### src/rtl/arbitro_logica_if.sv
// -----------------------------------------------------------------------------
// arbitro_logica_if
// Bundle of the requester-side and logic-unit-side signals of arbitro_logica.
//
// Signals (direction seen from the arbiter, i.e. the slave modport):
//   req          in   4        request level, one bit per requester
//   op_bus       in   8        opcodes, requester i on [2i+1:2i]
//   a_bus        in   4*WIDTH  operand A, requester i on slice i
//   b_bus        in   4*WIDTH  operand B, requester i on slice i
//   alu_res      in   WIDTH    combinational result of the logic unit
//   gnt          out  4        one-hot grant
//   dec_enable   out  1        decoder enable
//   dec_selector out  2        decoder selector (latched opcode)
//   alu_a        out  WIDTH    latched operand A
//   alu_b        out  WIDTH    latched operand B
//   resp_valid   out  1        one-cycle result pulse
//   resp_id      out  2        requester index of the result
//   resp_data    out  WIDTH    captured result
//
// The master modport is the environment: the requesters plus the logic unit.
// -----------------------------------------------------------------------------
interface arbitro_logica_if #(
  parameter int WIDTH = 8
);
  logic [3:0]         req;
  logic [7:0]         op_bus;
  logic [4*WIDTH-1:0] a_bus;
  logic [4*WIDTH-1:0] b_bus;
  logic [WIDTH-1:0]   alu_res;
  logic [3:0]         gnt;
  logic               dec_enable;
  logic [1:0]         dec_selector;
  logic [WIDTH-1:0]   alu_a;
  logic [WIDTH-1:0]   alu_b;
  logic               resp_valid;
  logic [1:0]         resp_id;
  logic [WIDTH-1:0]   resp_data;

  modport master (
    output req, op_bus, a_bus, b_bus, alu_res,
    input  gnt, dec_enable, dec_selector, alu_a, alu_b,
           resp_valid, resp_id, resp_data
  );

  modport slave (
    input  req, op_bus, a_bus, b_bus, alu_res,
    output gnt, dec_enable, dec_selector, alu_a, alu_b,
           resp_valid, resp_id, resp_data
  );
endinterface

### src/rtl/arbitro_logica.sv
// -----------------------------------------------------------------------------
// arbitro_logica
// Round-robin scheduler sharing one AND/OR/NAND/XOR logic unit among four
// requesters. A winner's opcode and operands are latched at grant, the decoder
// is enabled for EXEC_CYCLES cycles, the unit's result is captured on the last
// execute edge and returned with the winner's index as a one-cycle pulse.
//
// Parameters:
//   WIDTH        operand/result width (must match the interface WIDTH)
//   EXEC_CYCLES  cycles dec_enable stays high per operation, legal 1..15
//
// Ports:
//   clk    in  rising-edge clock
//   rst_n  in  asynchronous active-low reset
//   bus    arbitro_logica_if.slave (requests, operands, logic unit, response)
// -----------------------------------------------------------------------------
module arbitro_logica #(
  parameter int WIDTH       = 8,
  parameter int EXEC_CYCLES = 1
) (
  input  logic              clk,
  input  logic              rst_n,
  arbitro_logica_if.slave   bus
);

  typedef enum logic [1:0] {
    S_IDLE  = 2'd0,
    S_ISSUE = 2'd1,
    S_DONE  = 2'd2
  } state_t;

  localparam logic [3:0] CNT_LOAD = 4'(EXEC_CYCLES - 1);

  state_t           r_state;
  logic [1:0]       r_ptr;
  logic [1:0]       r_win;
  logic [3:0]       r_cnt;
  logic [3:0]       r_gnt;
  logic             r_en;
  logic [1:0]       r_sel;
  logic [WIDTH-1:0] r_a;
  logic [WIDTH-1:0] r_b;
  logic             r_rv;
  logic [1:0]       r_rid;
  logic [WIDTH-1:0] r_rdata;

  logic [1:0]       w_win;
  logic [1:0]       w_op;
  logic [WIDTH-1:0] w_a;
  logic [WIDTH-1:0] w_b;

  // First set request bit at or above ptr, wrapping 3 -> 0. Scanning from the
  // farthest offset down lets the nearest hit overwrite the others.
  function automatic logic [1:0] f_pick(input logic [3:0] req,
                                        input logic [1:0] ptr);
    logic [1:0] idx;
    logic [1:0] res;
    res = ptr;
    for (int i = 3; i >= 0; i--) begin
      idx = ptr + 2'(i);
      if (req[idx]) res = idx;
    end
    return res;
  endfunction

  assign w_win = f_pick(bus.req, r_ptr);
  assign w_op  = bus.op_bus[2*int'(w_win) +: 2];
  assign w_a   = bus.a_bus[WIDTH*int'(w_win) +: WIDTH];
  assign w_b   = bus.b_bus[WIDTH*int'(w_win) +: WIDTH];

  always_ff @(posedge clk or negedge rst_n) begin
    if (!rst_n) begin
      r_state <= S_IDLE;
      r_ptr   <= 2'd0;
      r_win   <= 2'd0;
      r_cnt   <= 4'd0;
      r_gnt   <= 4'd0;
      r_en    <= 1'b0;
      r_sel   <= 2'b00;
      r_a     <= '0;
      r_b     <= '0;
      r_rv    <= 1'b0;
      r_rid   <= 2'd0;
      r_rdata <= '0;
    end else begin
      r_rv <= 1'b0;
      case (r_state)
        S_IDLE: begin
          if (|bus.req) begin
            r_win   <= w_win;
            r_gnt   <= 4'b0001 << w_win;
            r_sel   <= w_op;
            r_a     <= w_a;
            r_b     <= w_b;
            r_en    <= 1'b1;
            r_cnt   <= CNT_LOAD;
            r_state <= S_ISSUE;
          end
        end
        S_ISSUE: begin
          // alu_res is only trusted on the final execute edge.
          if (r_cnt == 4'd0) begin
            r_rdata <= bus.alu_res;
            r_rid   <= r_win;
            r_en    <= 1'b0;
            r_sel   <= 2'b00;
            r_state <= S_DONE;
          end else begin
            r_cnt <= r_cnt - 4'd1;
          end
        end
        S_DONE: begin
          r_rv    <= 1'b1;
          r_ptr   <= r_win + 2'd1;
          r_gnt   <= 4'd0;
          r_state <= S_IDLE;
        end
        default: r_state <= S_IDLE;
      endcase
    end
  end

  assign bus.gnt          = r_gnt;
  assign bus.dec_enable   = r_en;
  assign bus.dec_selector = r_sel;
  assign bus.alu_a        = r_a;
  assign bus.alu_b        = r_b;
  assign bus.resp_valid   = r_rv;
  assign bus.resp_id      = r_rid;
  assign bus.resp_data    = r_rdata;

endmodule

### src/flat_wrapper.sv
// flat-port wrapper written by rule: the top's interface ports become plain ports
module arbitro_logica_flat 
#(
  parameter int WIDTH       = 8,
  parameter int EXEC_CYCLES = 1
)
  (clk, rst_n, bus_req, bus_op_bus, bus_a_bus, bus_b_bus, bus_alu_res, bus_gnt, bus_dec_enable, bus_dec_selector, bus_alu_a, bus_alu_b, bus_resp_valid, bus_resp_id, bus_resp_data);
  arbitro_logica_if #(.WIDTH(WIDTH)) bus_i ();
  input  logic clk;
  input  logic rst_n;
  input wire logic [$bits(bus_i.req)-1:0] bus_req;
  input wire logic [$bits(bus_i.op_bus)-1:0] bus_op_bus;
  input wire logic [$bits(bus_i.a_bus)-1:0] bus_a_bus;
  input wire logic [$bits(bus_i.b_bus)-1:0] bus_b_bus;
  input wire logic [$bits(bus_i.alu_res)-1:0] bus_alu_res;
  output wire logic [$bits(bus_i.gnt)-1:0] bus_gnt;
  output wire logic [$bits(bus_i.dec_enable)-1:0] bus_dec_enable;
  output wire logic [$bits(bus_i.dec_selector)-1:0] bus_dec_selector;
  output wire logic [$bits(bus_i.alu_a)-1:0] bus_alu_a;
  output wire logic [$bits(bus_i.alu_b)-1:0] bus_alu_b;
  output wire logic [$bits(bus_i.resp_valid)-1:0] bus_resp_valid;
  output wire logic [$bits(bus_i.resp_id)-1:0] bus_resp_id;
  output wire logic [$bits(bus_i.resp_data)-1:0] bus_resp_data;
  assign bus_i.req = bus_req;
  assign bus_i.op_bus = bus_op_bus;
  assign bus_i.a_bus = bus_a_bus;
  assign bus_i.b_bus = bus_b_bus;
  assign bus_i.alu_res = bus_alu_res;
  assign bus_gnt = bus_i.gnt;
  assign bus_dec_enable = bus_i.dec_enable;
  assign bus_dec_selector = bus_i.dec_selector;
  assign bus_alu_a = bus_i.alu_a;
  assign bus_alu_b = bus_i.alu_b;
  assign bus_resp_valid = bus_i.resp_valid;
  assign bus_resp_id = bus_i.resp_id;
  assign bus_resp_data = bus_i.resp_data;
  arbitro_logica #(.WIDTH(WIDTH), .EXEC_CYCLES(EXEC_CYCLES)) u_core (.clk(clk), .rst_n(rst_n), .bus(bus_i));
endmodule
### config.mk
export PLATFORM = sky130hd
export DESIGN_NAME = arbitro_logica_flat
export DESIGN_NICKNAME = d
export VERILOG_FILES = /design/src/rtl/arbitro_logica_if.sv /design/src/rtl/arbitro_logica.sv /design/src/flat_wrapper.sv
export SDC_FILE = /design/constraint.sdc
export NUM_CORES = 1
export LEC_CHECK = 0
export BUFFER_PORTS_ARGS = -buffer_cell sky130_fd_sc_hd__buf_2
export CAP_MARGIN = 25
export CELL_PAD_IN_SITES_DETAIL_PLACEMENT = 0
export CELL_PAD_IN_SITES_GLOBAL_PLACEMENT = 1
export CORE_MARGIN = 10
export CORE_UTILIZATION = 34
export CTS_BUF_LIST = sky130_fd_sc_hd__clkbuf_8 sky130_fd_sc_hd__clkbuf_16
export CTS_CLUSTER_DIAMETER = 50
export CTS_CLUSTER_SIZE = 28
export DETAILED_ROUTE_END_ITERATION = 10
export PLACE_DENSITY_LB_ADDON = 0.1
export SETUP_SLACK_MARGIN = 0.1
export SYNTH_ARGS = -nofsm -noshare
export SYNTH_HDL_FRONTEND = slang
export SYNTH_SLANG_ARGS = --single-unit
### constraint.sdc
create_clock -name clk -period 2.6 [get_ports clk]
set_clock_uncertainty 0.15 [all_clocks]
set_input_delay 0.52 -clock clk [delete_from_list [all_inputs] [get_ports clk]]
set_output_delay 0.52 -clock clk [all_outputs]
set_load 0.01 [all_outputs]
# After elaboration in Yosys (flattened, before gate mapping)

Cells that the tools add are included.

Bits in registers: 44
Latch bits: 0
RAM bits: 0
ROM bits: 0
Bits of input ports: 86
Output and inout bits: 34
Logic and storage cells: 68
Memories kept: 0

$add $sub $neg: 5
Multiply operators: 0
Div/mod/pow operators: 0
$lt $le $gt $ge: 4
Eq/ne operators: 5
Shift-type cells: 4
Muxes and demuxes: 27
Bitwise logic cells: 0
Reduce and logical (&&, ||, !) cells: 11

Operators by type and width:

| cell                                                  | count |
|---|---|
| variable part select 32 x 6 -> 8 bit                  | 2 |
| two-way mux 2 bit                                     | 8 |
| one-hot mux 4 bit (2 select lines)                    | 2 |
| < comparator 2 x 3 -> 1 bit, second input constant    | 4 |
| two-way mux 4 bit                                     | 3 |
| binary-select mux 1 bit (select 2 bit)                | 4 |
| one-hot mux 2 bit (2 select lines)                    | 2 |
| AND reduction 2 bit                                   | 4 |
| variable part select 8 x 4 -> 2 bit                   | 1 |
| two-way mux 1 bit                                     | 7 |
| AND reduction 3 bit                                   | 2 |
| adder 2 x 1 -> 2 bit, second input constant           | 2 |
| adder 2 bit, second input constant                    | 2 |
| logical NOT 4 bit                                     | 1 |
| inequality test 2 x 1 -> 1 bit, second input constant | 2 |
| nonzero test 2 bit                                    | 2 |
| OR reduction 4 bit                                    | 1 |
| left shift 1 x 2 -> 4 bit, first input constant       | 1 |
| subtractor 4 x 1 -> 4 bit, second input constant      | 1 |
| == test 2 x 1 -> 1 bit, second input constant         | 1 |
| == test 2 bit, second input constant                  | 1 |
| logical NOT 2 bit                                     | 1 |
| inequality test 2 bit, second input constant          | 1 |
| one-hot mux 1 bit (2 select lines)                    | 1 |

# Depth between registers and ports, before layout

Depth in word-level cells: 10
Mapped depth: 8
Gate-level depth less buffers: 7

# Worst setup path after synthesis

No wires, ideal clock.

Path type: input port to flip-flop
From: input port bus_req[0]
To: register u_core.r_a[2] (netlist: u_core.bus.alu_a[2])
Library setup time: 141 ps
Data arrival time: 1760 ps
Required time: 2309 ps
Slack: 550 ps
Stages on the path: 7
Buffers on the path: 2
Cell sequence: buf_6 nor2b_4 and3_1 or4_4 buf_6 a22oi_1 a31oi_1

Cells in the longest elaborated chain, start to end: 7
Elaborated cells on any way between the ends: 15
Those cells by class: 1 x shift; 12 x mux; 2 x reduce/logical

RTL lines:

| element                                 | line                 | text |
|---|---|---|
| from (decl)                             | flat_wrapper.sv:11   | `input wire logic [$bits(bus_i.req)-1:0] bus_req;` |
| binary-select mux 1 bit (select 2 bit)  | arbitro_logica.sv:61 | `if (req[idx]) res = idx;` |
| two-way mux 1 bit (implied by the code) | arbitro_logica.sv:61 |  |
| two-way mux 2 bit (4 in a row)          | arbitro_logica.sv:61 |  |
| variable part select 32 x 6 -> 8 bit    | arbitro_logica.sv:68 | `assign w_a = bus.a_bus[WIDTH*int'(w_win) +: WIDTH];` |
| to (signal assigned)                    | arbitro_logica.sv:93 | `r_a <= w_a;` |
| to (decl)                               | arbitro_logica.sv:41 | `logic [WIDTH-1:0] r_a;` |

Several ways; a longest one is shown, not always the timed one. The select of a mux whose other input is x is not followed.
A chain may end at the register's enable or synchronous reset.

# Worst setup path after layout

From: register u_core.r_ptr[0]
To: register u_core.r_sel[0] (netlist: u_core.bus.dec_selector[0])

Cells in the longest elaborated chain, start to end: 10
Elaborated cells on any way between the ends: 18
Those cells by class: 3 x add/sub; 1 x shift; 14 x mux

RTL lines:

| element                                 | line                  | text |
|---|---|---|
| from (decl)                             | arbitro_logica.sv:35  | `logic [1:0] r_ptr;` |
| from (signal assigned)                  | arbitro_logica.sv:114 | `r_ptr <= r_win + 2'd1;` |
| adder 2 bit                             | arbitro_logica.sv:60  | `idx = ptr + 2'(i);` |
| binary-select mux 1 bit (select 2 bit)  | arbitro_logica.sv:61  |  |
| two-way mux 1 bit (implied by the code) | arbitro_logica.sv:61  |  |
| two-way mux 2 bit (3 in a row)          | arbitro_logica.sv:61  |  |
| two-way mux 2 bit *                     | arbitro_logica.sv:61  |  |
| variable part select 8 x 4 -> 2 bit *   | arbitro_logica.sv:67  | `assign w_op = bus.op_bus[2*int'(w_win) +: 2];` |
| two-way mux 2 bit *                     | arbitro_logica.sv:89  | `if (\|bus.req) begin` |
| one-hot mux 2 bit (2 select lines) *    | arbitro_logica.sv:87  | `case (r_state)` |
| to (signal assigned)                    | arbitro_logica.sv:92  | `r_sel <= w_op;` |
| to (decl)                               | arbitro_logica.sv:40  | `logic [1:0] r_sel;` |

Mark *: on every way between the ends. The rest lies on a longest branch, timed or not. The select of a mux whose other input is x is not followed.

==> results.cfg <==
[synth]
synth_area_per_cell_um2 = 9.373
synthFlopType = dfrtp_1
async_flop_share_pct = 100.0
synth_cells = 279
yosys_register_bits = 44
synth_warnings = 0
mappedNetlistArea_um2 = 2615
synth_nets = 367
yosysUniqueCellTypes = 56
synth_edf_count = 0
ys_seq_area_share_pct = 42.11

[setup_path]
path_class = register to register
r2r_end = u_core.bus.dec_selector[0]
crit_slowest_cell = dfrtp_1
r2r_slack_ns = 0.34
r2r-start = u_core.r_ptr[0]
cp.arrival_ns = 2.31
crit_family = compound AO/OA/AOI/OAI gates
cp_data_required_time_ns = 2.66
crit_chain = and2b_4, or2_1, a221oi_4, nand2_2, o221ai_1
cp_max_fo = 14
endpoint_kind = register
startpoint_type = register
max_stage_delay_ns = 0.57
crit_buf_inv = 0
r2r_cells = 5

[power]
p_leak_uw = 0.001701
p_sw_share_pct = 42.90
intPower_uw = 2140
pwr-share-seq_pct = 33.2
clkPwrFrac_pct = 14.4
p_per_area_nw_per_um2 = 1107
switchingPower_uw = 1608
power_frac_comb_pct = 52.4
ir_drop_mv = 0.5471

[routing]
vias = 2493
drt-total-wl_um = 8563
vias_per_cell = 4.986
route.detailed.drc = 0
drtIter0Drc = 162
drt-pass1-iter-count = 4
ant_nets = 0
routedWlPerCell_um = 17.13

[final_layout]
layout_common_cells = buf_2, dfrtp_1, nand2_1
area_delta_synth_final_pct = 29.43
drive_above_1_share_pct = 39.00
finalNetCount = 487
final_cells = 500
layout_commonest_cell = buf_2

[clocking]
worst_skew_pair.late_latency_ns = 0.29
root_buffer = clkbuf_8
cts_setup_buffers = 0
cts_sinks = 44
cts_resized = 0
cts_made_buffers = 5
path_clk_slew_ns = 0.09
ctsHtreeMaxLevel = 2
postCtsHoldBufs = 0
cts_tree = done
clock_path_buffers = 2

[placement]
globalplace.congestion = 0.8752
pre_cts_ws_ns = 0.2300
numPortBuffers = 119
dp.cells = 491
hpwl_um = 6649

[sta]
min_period_ns = 2.257
final_hold_viol_count = 0
fmax_mhz = 443.0
slew_headroom_pct = 39.87
rsz0062_at_grt = no
whs_ns = 0.1216
slew_viol_final = 0
tightestPinTransition_ns = 0.8966
tns_ns = 0
finalCritPeriodShare_pct = 86.82
fin_ws_ns = 0.3426
setup_violations = 0

[global_routing]
antenna_found_initial = 0
grt_pass1_vias = 2601
overflow = 0
grt_max_degree = 32
grt_use_total_pct = 14.46
grt_first_pass_wirelength_um = 13660

[floorplan]
die_h_um = 107.7
fp-row-count = 31
fp.dieW_um = 107.7
core_area_um2 = 7370
io_pins = 120
initial_core_util_pct = 35.48
die_area_um2 = 11600

[worst_hold_path]
worstHoldPathType = input port to async pin

[job]
maxCapViolCount = 0

[run_status]
run_status = completed
[state kept, by name, indices dropped and copies added (netlist names), 2 cells and up]
register	count
u_core.r_ptr	2
u_core.r_state	2
u_core.r_cnt	4
u_core.bus.resp_id	2
u_core.bus.alu_b	8
u_core.bus.alu_a	8
u_core.bus.dec_selector	2
u_core.bus.gnt	4
u_core.bus.resp_data	8
u_core.r_win	2
[layout make-up]
type / count / area (um2)
multi-input cells: 207 / 1318
fillers: 785 / 3985
diodes: 1 / 2.502
clock buffers: 5 / 68.82
well taps: 99 / 123.9
inverters: 10 / 37.54
flip-flops and latches: 44 / 1101
clock inverters: 3 / 47.55
repair buffers: 131 / 685.7
[per-layer routing]
metal | up-vias | global-route usage, % | part of all wire, %
li1 | 1255 | - | -
met5 | - | 0 | 0
met3 | 10 | 4.072 | 7.5
met1 | 1119 | 18.43 | 44
met4 | 0 | 3.626 | 1.6
met2 | 109 | 23.46 | 47
[worst max-delay path by stage]
stage	from	endpoint	slack (ns)	cells past startpoint
2_1_floorplan	bus_req[0]	u_core.bus.alu_a[2]	0.55	7
3_3_place_gp	bus_req[2]	u_core.bus.dec_selector[0]	0.28	6
3_5_place_dp	bus_req[3]	u_core.bus.dec_selector[0]	0.23	6
4_1_cts	u_core.r_ptr[0]	u_core.bus.dec_selector[0]	0.29	5
5_1_grt	u_core.r_ptr[1]	u_core.bus.alu_a[0]	0.14	5
6_report	u_core.r_ptr[0]	u_core.bus.dec_selector[0]	0.34	5
[stage by stage]
| step | util [%] | area [um2] | total power (uW) |
|---|---|---|---|
| 2_1_floorplan | - | 2615 | 2622 |
| 3_3_place_gp | 44.31 | 3266 | 3246 |
| 3_5_place_dp | 44.31 | 3266 | 3262 |
| 4_1_cts | 45.89 | 3382 | 3818 |
| 5_1_grt | 45.89 | 3382 | 4130 |
| 6_report | 45.93 | 3385 | 3748 |
[cells by family (layout without fill, tap and decap cells)]
group                      after synthesis  in the layout  share of synthesized area, %
AOI/OAI and AO/OA                       95             95                         27.66
buffers and inverters                   28            149                         7.751
xor gates and xnor gates                 3              3                         1.005
adders and majority gates                2              2                        0.9568
and+or+nand+nor                        102            102                         18.56
DFF                                     44             44                         42.11
other                                    0              1                             0
muxes                                    5              5                         1.962
[power groups by stage]
stage	Combinational, uW	Clock (uW)	Sequential, uW
after floorplan	1300	0	1320
after global placement	1990	0	1250
after detailed placement	2000	0	1260
after global routing	2250	589	1290
final	1960	539	1240
after CTS	2010	565	1240
[cell usage after synthesis, drive strengths merged (4+ instances only)]
cell type / n / area [um2]
inv: 9 / 33.78
nor2: 21 / 78.83
nand3: 17 / 85.08
a22o: 4 / 35.03
a31oi: 16 / 100.1
a21o: 17 / 127.6
a22oi: 17 / 127.6
mux2i: 4 / 40.04
dfrtp: 44 / 1101
nand2: 45 / 173.9
buf: 13 / 126.4
o21ai: 22 / 113.9
clkbuf: 5 / 38.79
Power figures use the tool's default switching activity.
